<file path="src/rtl/btn_reader_pkg.sv">
// Shared types and default tuning values for the debounced button reader.
package btn_reader_pkg;

    typedef enum logic [1:0] {
        ST_IDLE         = 2'd0,
        ST_PRESS_WAIT   = 2'd1,
        ST_HELD         = 2'd2,
        ST_RELEASE_WAIT = 2'd3
    } btn_state_e;

    localparam int DEB_TICKS_DEF = 4;
    localparam int REP_DELAY_DEF = 32;
    localparam int REP_RATE_DEF  = 8;

endpackage : btn_reader_pkg

</file>
<file path="src/rtl/btn_reader_if.sv">
// Button reader bus: raw levels in, debounced level/pulses and sample tick out.
interface btn_reader_if #(
    parameter int N_BTN = 4
);
    logic [N_BTN-1:0] iBTN;
    logic [N_BTN-1:0] oLEVEL;
    logic [N_BTN-1:0] oPRESS;
    logic [N_BTN-1:0] oRELEASE;
    logic             oTICK;

    modport master (output iBTN, input oLEVEL, oPRESS, oRELEASE, oTICK);
    modport slave  (input iBTN, output oLEVEL, oPRESS, oRELEASE, oTICK);
endinterface : btn_reader_if

</file>
<file path="src/rtl/btn_debounce_ch.sv">
// One button channel: 2-flop synchroniser, tick-driven debounce FSM, registered pulses.
// Autorepeat while held is built only when BTN_READER_AUTOREPEAT_EN is defined.
module btn_debounce_ch
    import btn_reader_pkg::*;
#(
    parameter int DEB_TICKS = DEB_TICKS_DEF,
    parameter int REP_DELAY = REP_DELAY_DEF,
    parameter int REP_RATE  = REP_RATE_DEF
) (
    input  logic clk_i,
    input  logic rst_ni,
    input  logic tick_i,
    input  logic btn_i,
    output logic level_o,
    output logic press_o,
    output logic release_o
);
    localparam int CNT_W = $clog2(DEB_TICKS + 1);
    localparam logic [CNT_W-1:0] DEB_MAX = CNT_W'(DEB_TICKS);

    logic             sync1_q, sync2_q;
    btn_state_e       state_q, state_d;
    logic [CNT_W-1:0] cnt_q, cnt_d, cnt_inc;
    logic             level_q, level_d;
    logic             press_q, press_d;
    logic             release_q, release_d;
    logic             s;

    assign s       = sync2_q;
    assign cnt_inc = cnt_q + 1'b1;

`ifdef BTN_READER_AUTOREPEAT_EN
    localparam int REP_MAX = (REP_DELAY > REP_RATE) ? REP_DELAY : REP_RATE;
    localparam int REP_W   = $clog2(REP_MAX + 1);

    // rep_first_q selects the initial delay versus the steady repeat period
    logic [REP_W-1:0] rep_q, rep_d, rep_inc, rep_target;
    logic             rep_first_q, rep_first_d;

    assign rep_inc    = rep_q + 1'b1;
    assign rep_target = rep_first_q ? REP_W'(REP_RATE) : REP_W'(REP_DELAY);
`endif

    always_comb begin
        state_d   = state_q;
        cnt_d     = cnt_q;
        level_d   = level_q;
        press_d   = 1'b0;
        release_d = 1'b0;
`ifdef BTN_READER_AUTOREPEAT_EN
        rep_d       = rep_q;
        rep_first_d = rep_first_q;
`endif
        if (tick_i) begin
            case (state_q)
                ST_IDLE: begin
                    if (s) begin
                        if (DEB_TICKS == 1) begin
                            state_d = ST_HELD;
                            level_d = 1'b1;
                            press_d = 1'b1;
`ifdef BTN_READER_AUTOREPEAT_EN
                            rep_d       = '0;
                            rep_first_d = 1'b0;
`endif
                        end else begin
                            state_d = ST_PRESS_WAIT;
                            cnt_d   = CNT_W'(1);
                        end
                    end
                end
                ST_PRESS_WAIT: begin
                    if (!s) begin
                        state_d = ST_IDLE;
                    end else if (cnt_inc == DEB_MAX) begin
                        state_d = ST_HELD;
                        cnt_d   = cnt_inc;
                        level_d = 1'b1;
                        press_d = 1'b1;
`ifdef BTN_READER_AUTOREPEAT_EN
                        rep_d       = '0;
                        rep_first_d = 1'b0;
`endif
                    end else begin
                        cnt_d = cnt_inc;
                    end
                end
                ST_HELD: begin
                    if (!s) begin
                        if (DEB_TICKS == 1) begin
                            state_d   = ST_IDLE;
                            level_d   = 1'b0;
                            release_d = 1'b1;
                        end else begin
                            state_d = ST_RELEASE_WAIT;
                            cnt_d   = CNT_W'(1);
                        end
                    end
`ifdef BTN_READER_AUTOREPEAT_EN
                    else if (rep_inc == rep_target) begin
                        press_d     = 1'b1;
                        rep_d       = '0;
                        rep_first_d = 1'b1;
                    end else begin
                        rep_d = rep_inc;
                    end
`endif
                end
                ST_RELEASE_WAIT: begin
                    // a bounce back to HELD keeps the repeat phase running
                    if (s) begin
                        state_d = ST_HELD;
                    end else if (cnt_inc == DEB_MAX) begin
                        state_d   = ST_IDLE;
                        cnt_d     = cnt_inc;
                        level_d   = 1'b0;
                        release_d = 1'b1;
                    end else begin
                        cnt_d = cnt_inc;
                    end
                end
                default: state_d = ST_IDLE;
            endcase
        end
    end

    always_ff @(posedge clk_i or negedge rst_ni) begin
        if (!rst_ni) begin
            sync1_q   <= 1'b0;
            sync2_q   <= 1'b0;
            state_q   <= ST_IDLE;
            cnt_q     <= '0;
            level_q   <= 1'b0;
            press_q   <= 1'b0;
            release_q <= 1'b0;
`ifdef BTN_READER_AUTOREPEAT_EN
            rep_q       <= '0;
            rep_first_q <= 1'b0;
`endif
        end else begin
            sync1_q   <= btn_i;
            sync2_q   <= sync1_q;
            state_q   <= state_d;
            cnt_q     <= cnt_d;
            level_q   <= level_d;
            press_q   <= press_d;
            release_q <= release_d;
`ifdef BTN_READER_AUTOREPEAT_EN
            rep_q       <= rep_d;
            rep_first_q <= rep_first_d;
`endif
        end
    end

    assign level_o   = level_q;
    assign press_o   = press_q;
    assign release_o = release_q;

endmodule : btn_debounce_ch

</file>
<file path="src/rtl/btn_reader.sv">
// Debounced button reader top: shared sample-tick prescaler feeding N_BTN channels.
// Define BTN_READER_AUTOREPEAT_EN to add autorepeat pulses on held buttons.
module btn_reader
    import btn_reader_pkg::*;
#(
    parameter int N_BTN     = 4,
    parameter int TICK_DIV  = 19,
    parameter int DEB_TICKS = DEB_TICKS_DEF,
    parameter int REP_DELAY = REP_DELAY_DEF,
    parameter int REP_RATE  = REP_RATE_DEF
) (
    input  logic             iCLK,
    input  logic             iRST_N,
    btn_reader_if.slave      bus
);
    logic [TICK_DIV-1:0] div_q, div_d;
    logic                tick;
    logic [N_BTN-1:0]    level_w, press_w, release_w;

    assign div_d = div_q + 1'b1;
    assign tick  = &div_q;

    always_ff @(posedge iCLK or negedge iRST_N) begin
        if (!iRST_N) begin
            div_q <= '0;
        end else begin
            div_q <= div_d;
        end
    end

    for (genvar gi = 0; gi < N_BTN; gi++) begin : g_ch
        btn_debounce_ch #(
            .DEB_TICKS (DEB_TICKS),
            .REP_DELAY (REP_DELAY),
            .REP_RATE  (REP_RATE)
        ) u_ch (
            .clk_i     (iCLK),
            .rst_ni    (iRST_N),
            .tick_i    (tick),
            .btn_i     (bus.iBTN[gi]),
            .level_o   (level_w[gi]),
            .press_o   (press_w[gi]),
            .release_o (release_w[gi])
        );
    end

    assign bus.oLEVEL   = level_w;
    assign bus.oPRESS   = press_w;
    assign bus.oRELEASE = release_w;
    assign bus.oTICK    = tick;

endmodule : btn_reader

</file>
<file path="src/flat_wrapper.sv">
// flat-port wrapper written by rule: the top's interface ports become plain ports
module btn_reader_flat import btn_reader_pkg::*;
#(
    parameter int N_BTN     = 4,
    parameter int TICK_DIV  = 19,
    parameter int DEB_TICKS = DEB_TICKS_DEF,
    parameter int REP_DELAY = REP_DELAY_DEF,
    parameter int REP_RATE  = REP_RATE_DEF
)
  (iCLK, iRST_N, bus_iBTN, bus_oLEVEL, bus_oPRESS, bus_oRELEASE, bus_oTICK);
  btn_reader_if #(.N_BTN(N_BTN)) bus_i ();
  input  logic iCLK;
  input  logic iRST_N;
  input wire logic [$bits(bus_i.iBTN)-1:0] bus_iBTN;
  output wire logic [$bits(bus_i.oLEVEL)-1:0] bus_oLEVEL;
  output wire logic [$bits(bus_i.oPRESS)-1:0] bus_oPRESS;
  output wire logic [$bits(bus_i.oRELEASE)-1:0] bus_oRELEASE;
  output wire logic [$bits(bus_i.oTICK)-1:0] bus_oTICK;
  assign bus_i.iBTN = bus_iBTN;
  assign bus_oLEVEL = bus_i.oLEVEL;
  assign bus_oPRESS = bus_i.oPRESS;
  assign bus_oRELEASE = bus_i.oRELEASE;
  assign bus_oTICK = bus_i.oTICK;
  btn_reader #(.N_BTN(N_BTN), .TICK_DIV(TICK_DIV), .DEB_TICKS(DEB_TICKS), .REP_DELAY(REP_DELAY), .REP_RATE(REP_RATE)) u_core (.iCLK(iCLK), .iRST_N(iRST_N), .bus(bus_i));
endmodule
</file>
<file path="config.mk">
export PLATFORM = sky130hd
export DESIGN_NAME = btn_reader_flat
export DESIGN_NICKNAME = d
export VERILOG_FILES = /design/src/rtl/btn_reader_pkg.sv /design/src/rtl/btn_reader_if.sv /design/src/rtl/btn_debounce_ch.sv /design/src/rtl/btn_reader.sv /design/src/flat_wrapper.sv
export SDC_FILE = /design/constraint.sdc
export NUM_CORES = 1
export LEC_CHECK = 0
export CORE_UTILIZATION = 62
export DETAILED_ROUTE_END_ITERATION = 10
export HOLD_SLACK_MARGIN = 0.05
export PLACE_DENSITY = 0.9
export SLEW_MARGIN = 15
export SYNTH_ARGS = -nofsm -noshare
export SYNTH_HDL_FRONTEND = slang
export SYNTH_SLANG_ARGS = --single-unit
</file>
<file path="constraint.sdc">
create_clock -name iCLK -period 4.2 [get_ports iCLK]
set_input_delay 0.63 -clock iCLK [delete_from_list [all_inputs] [get_ports iCLK]]
set_output_delay 0.63 -clock iCLK [all_outputs]
set_load 0.02 [all_outputs]
</file>
# Word level (Yosys, flattened, before mapping)

Index checks and enable logic that the tools add are counted.

Logic and storage cells: 199
Bits in latches: 0
Memories: 0
Input bits: 6
Memory bits (read-only): 0
Bits in writable memories: 0
Register bits after elaboration: 59

Divide/modulo/power cells: 0
Multiply operators: 0
Reductions and logical operators: 21
Shift-type cells: 0
Equality and inequality tests: 48
Order comparisons: 0
Muxes and demuxes: 96
Add/subtract/negate cells: 5
Bitwise operators: 0

Operator list:

| operator                                                        | count |
|---|---|
| 23-bit AND reduction                                            | 8 |
| 24-bit AND reduction                                            | 4 |
| 2-bit two-way mux                                               | 24 |
| 3-bit two-way mux                                               | 16 |
| 2-bit != test, second input constant                            | 24 |
| 3-bit one-hot mux with 4 select lines                           | 4 |
| 1-bit two-way mux                                               | 44 |
| 2-bit one-hot mux with 4 select lines                           | 4 |
| 3-bit != test, second input constant                            | 8 |
| 19-bit by 1-bit adder with 19-bit output, second input constant | 1 |
| 19-bit AND reduction                                            | 1 |
| 2-bit == test, second input constant                            | 8 |
| 3-bit by 1-bit adder with 3-bit output, second input constant   | 4 |
| 3-bit == test, second input constant                            | 4 |
| 2-bit by 1-bit == test with 1-bit output, second input constant | 4 |
| 2-bit logical NOT                                               | 4 |
| 1-bit one-hot mux with 2 select lines                           | 4 |
| 2-bit nonzero test                                              | 4 |

# Depth between registers and ports, before layout

Depth in word-level cells: 6
Gate-level depth with buffers: 6

# Modules after synthesis

Synthesis repeated with hierarchy kept, for this count alone.

Cells, all modules: 208
Area total of the unflattened synthesis: 2606.2 um2

Modules (own cells, without submodules):

| module          | area an instance (um2) | cells an instance | times used |
|---|---|---|---|
| btn_debounce_ch | 447.9                  | 36                | 4 |
| btn_reader      | 814.5                  | 64                | 1 |

# Worst setup path after synthesis

OpenSTA, ideal clock, no wires.

Path type: flip-flop to output port
Start: register u_core.div_q[0]
End: output port bus_oTICK
Buffers on the path: 0
Arrival time: 1390 ps
Setup slack: 2180 ps
Stages on the path, launching flop included: 6
Path through: dfrtp_1 ha_1 and4_1 and4_1 nand2_1 inv_1

Longest elaborated chain between the ends: 1

RTL lines:

| element                | line               | text |
|---|---|---|
| from (decl)            | btn_reader.sv:16   | `logic [TICK_DIV-1:0] div_q, div_d;` |
| from (signal assigned) | btn_reader.sv:27   | `div_q <= div_d;` |
| 19-bit AND reduction   | btn_reader.sv:21   | `assign tick = &div_q;` |
| to (decl)              | flat_wrapper.sv:18 | `output wire logic [$bits(bus_i.oTICK)-1:0] bus_oTICK;` |

No other way between the ends.

# Worst setup path in the final report

Ends and elaborated chain as after synthesis.

==> impl_metrics.py <==
metrics = {
    "grt": {
        "grt_usage": 0.248,
        "overflow": 0,
        "grt_pass1_vias": 1750,
        "grt_most_used_layer": "met2",
        "grt_max_degree": 37,
        "antenna_found_initial": 0,
        "use_met3": 0.0850,
        "grt_pass1_wl_mm": 7.95,
        "use_met2": 0.385,
        "grt_use_met1": 0.303,
    },
    "cts": {
        "root_buffer": "clkbuf_8",
        "cts_buffer_depth": 2,
        "cts_num_sinks": 59,
        "ctsHtreeMaxLevel": 3,
        "clock_latency_ns": 0.34,
        "cts_setup_buffers": 0,
        "cts_hold_buf": 0,
        "cts_tree": "built",
        "cts_buffers": 9,
        "path_clk_slew_ns": 0.07,
        "cts-resized-gates": 0,
    },
    "floorplan": {
        "core.rowCount": 23,
        "core_um2": 4120,
        "initial_core_util": 0.660,
        "die_x_um": 68.2,
        "io_pins": 19,
        "die_area_um2": 4650,
        "die_h_um": 68.2,
    },
    "flow_run": {
        "drv_cap": 0,
    },
    "placed_design": {
        "port_buffers": 18,
        "placed_cells": 290,
        "hpwl_mm": 3.41,
        "gp_congestion": 0.777,
    },
    "synthesis": {
        "synth_adder_area_share": 0.0415,
        "synth_mux_area_frac": 0.0405,
        "syn_inst": 237,
        "netlist_area_um2": 2720,
        "synth_ff_type": "dfrtp_1",
        "synth_fp_nets": 252,
        "async_flop_share": 1.00,
        "synth_top_family_by_area": "simple AND/OR/NAND/NOR gates",
        "synth_cell_types": 29,
        "synth_compound_area_frac": 0.0912,
        "synth_xor_area_frac": 0.0677,
        "avgSynthCellArea_um2": 11.5,
        "synth_edf_count": 0,
        "synth_warnings": 0,
        "ys_ff_latch": 59,
        "synthSimpleGateAreaFrac": 0.152,
        "yosysSeqAreaShare": 0.544,
    },
    "setup_path": {
        "critical_path_class": "flop to output pin",
        "r2r_slack_ns": 1.95,
        "cp-end-kind": "output pin",
        "arrival_ns": 2.44,
        "cp.required_ns": 3.57,
        "setup.worst_path.start": "u_core.div_q[0]",
        "rr_worst_depth": 5,
        "r2r_end": "u_core.g_ch[3].u_ch.cnt_q[0]",
        "startpoint_type": "flop",
        "crit_path_max_fanout": 6,
        "timing.rr.start": "u_core.div_q[0]",
    },
    "timing": {
        "finalCritPeriodShare": 0.731,
        "finalClockSkew_ns": 0.00701,
        "fmax_mhz": 326,
        "fin_crit_ns": 3.07,
        "finalSetupTns_ns": 0,
        "slew-limit-headroom": 0.250,
        "finalSetupViolations": 0,
        "rsz0062_at_grt": "no",
        "tightest_slew_ns": 1.12,
        "drv_slew": 0,
        "hold_viol": 0,
    },
    "cells_and_area": {
        "syn_to_final_growth_pct": 12.4,
        "mostFrequentLayoutCells": "59 x dfrtp_1, 20 x nand2_1, 17 x xnor2_1, 17 x clkdlybuf4s50_1, 15 x inv_1",
        "diodes": 0,
        "instances_no_fill": 306,
        "drive_above_1_share": 0.117,
        "layout_commonest_cell": "dfrtp_1",
        "final_nets": 266,
    },
    "drt": {
        "firstDrtPassIters": 4,
        "drt_wl_total_mm": 4.84,
        "drc": 0,
        "drtIter0Drc": 133,
        "via_count": 1806,
        "wl_per_cell_um": 15.8,
        "ant_nets": 0,
        "viasPerCell": 5.90,
    },
    "pwr": {
        "ir_drop_mv": 0.197,
        "p_leak_nw": 1.41,
        "powerDensity_nw_per_um2": 360,
        "power_mw": 1.10,
    },
    "worst_hold_path": {
        "holdCritPathClass": "input port to asynchronous set/reset pin",
    },
    "status": {
        "outcome": "complete, no violations",
    },
}
power breakdown:
part           internal (mW)  switching [mW]  total (mW)
clock network          0.284           0.220       0.504
registers              0.572         0.00325       0.575
logic                0.00581          0.0150      0.0208
routing by layer:
layer	vias to the layer above	wire (um)
li1	859	-
met1	882	2130
met2	54	2350
met3	11	252
met4	0	103
met5	-	0
per-stage QoR:
| step | utilization | instance area [um^2] | setup WS, ns | hold WS, ns |
|---|---|---|---|---|
| 3_5_place_dp | 0.695 | 2860 | 1.50 | 0.337 |
| 4_1_cts | 0.742 | 3050 | 1.12 | 0.266 |
| 6_report | 0.742 | 3050 | 1.13 | 0.257 |
| 5_1_grt | 0.742 | 3050 | 0.975 | 0.292 |
| 3_3_place_gp | 0.695 | 2860 | 1.58 | 0.332 |
| 2_1_floorplan | - | 2720 | 2.18 | 0.331 |
kinds of logic (layout without fill, tap and decap cells):
family,Yosys count,count (layout)
AO/OA/AOI/OAI,34,34
XOR/XNOR,21,21
adder cells (fa/ha/maj),9,9
buffers and inverters,32,51
flip-flops,59,59
multiplexers,9,9
AND/OR/NAND/NOR,73,73
worst max-delay path: stages (launching register included):
cell and delay [ns]:
dfrtp_1 0.39, ha_1 0.22, and4_1 0.33, and4_1 0.32
nand2_1 0.17, inv_1 0.08, clkdlybuf4s50_1 0.59
layout make-up:
type                            instances  area, um^2
Clock buffer                           10         138
Clock inverter                          6        55.1
Fill cell                             270        1060
Inverter                               15        56.3
Multi-Input combinational cell        146        1070
Sequential cell                        59        1480
Tap cell                               50        62.6
Timing Repair Buffer                   20         190
worst max path at each step:
stage	end	slack, ns	cells past startpoint
floorplan	bus_oTICK	2.18	5
global placement	bus_oTICK	1.58	6
detailed placement	bus_oTICK	1.50	6
CTS	bus_oTICK	1.12	6
global route	bus_oTICK	0.98	6
finish	bus_oTICK	1.13	6
sequential cells by signal, summed over array words and instances, names as in the netlist, named ones only:
name and cells:
u_core.g_ch.u_ch.s 4, u_core.g_ch.u_ch.release_o 4, u_core.g_ch.u_ch.press_o 4, u_core.div_q 19, u_core.g_ch.u_ch.cnt_q 12, u_core.g_ch.u_ch.sync1_q 4, u_core.g_ch.u_ch.state_q 4, u_core.g_ch.u_ch.level_o 4
Yosys cell counts, types with 3 or more instances:
cell	instances	area (um^2)
nor3_1	8	40.0
nand4_1	9	56.3
nand2b_1	8	50.1
a2bb2oi_1	4	35.0
nand3_1	11	55.1
buf_2	5	25.0
ha_1	9	113
o21ai_0	7	35.0
dfrtp_1	59	1480
or3_4	4	45.0
o31ai_1	7	52.6
xnor2_1	17	149
nor2_1	3	11.3
xor2_1	4	35.0
a41oi_1	4	35.0
mux2i_1	5	50.1
a21oi_1	4	20.0
mux2_4	4	60.1
and4_1	5	43.8
o41ai_1	4	35.0
nand2_1	20	75.1
inv_1	15	56.3
buf_4	12	90.1
a22o_1	4	35.0
No activity file was read; power rests on OpenSTA's default activity.
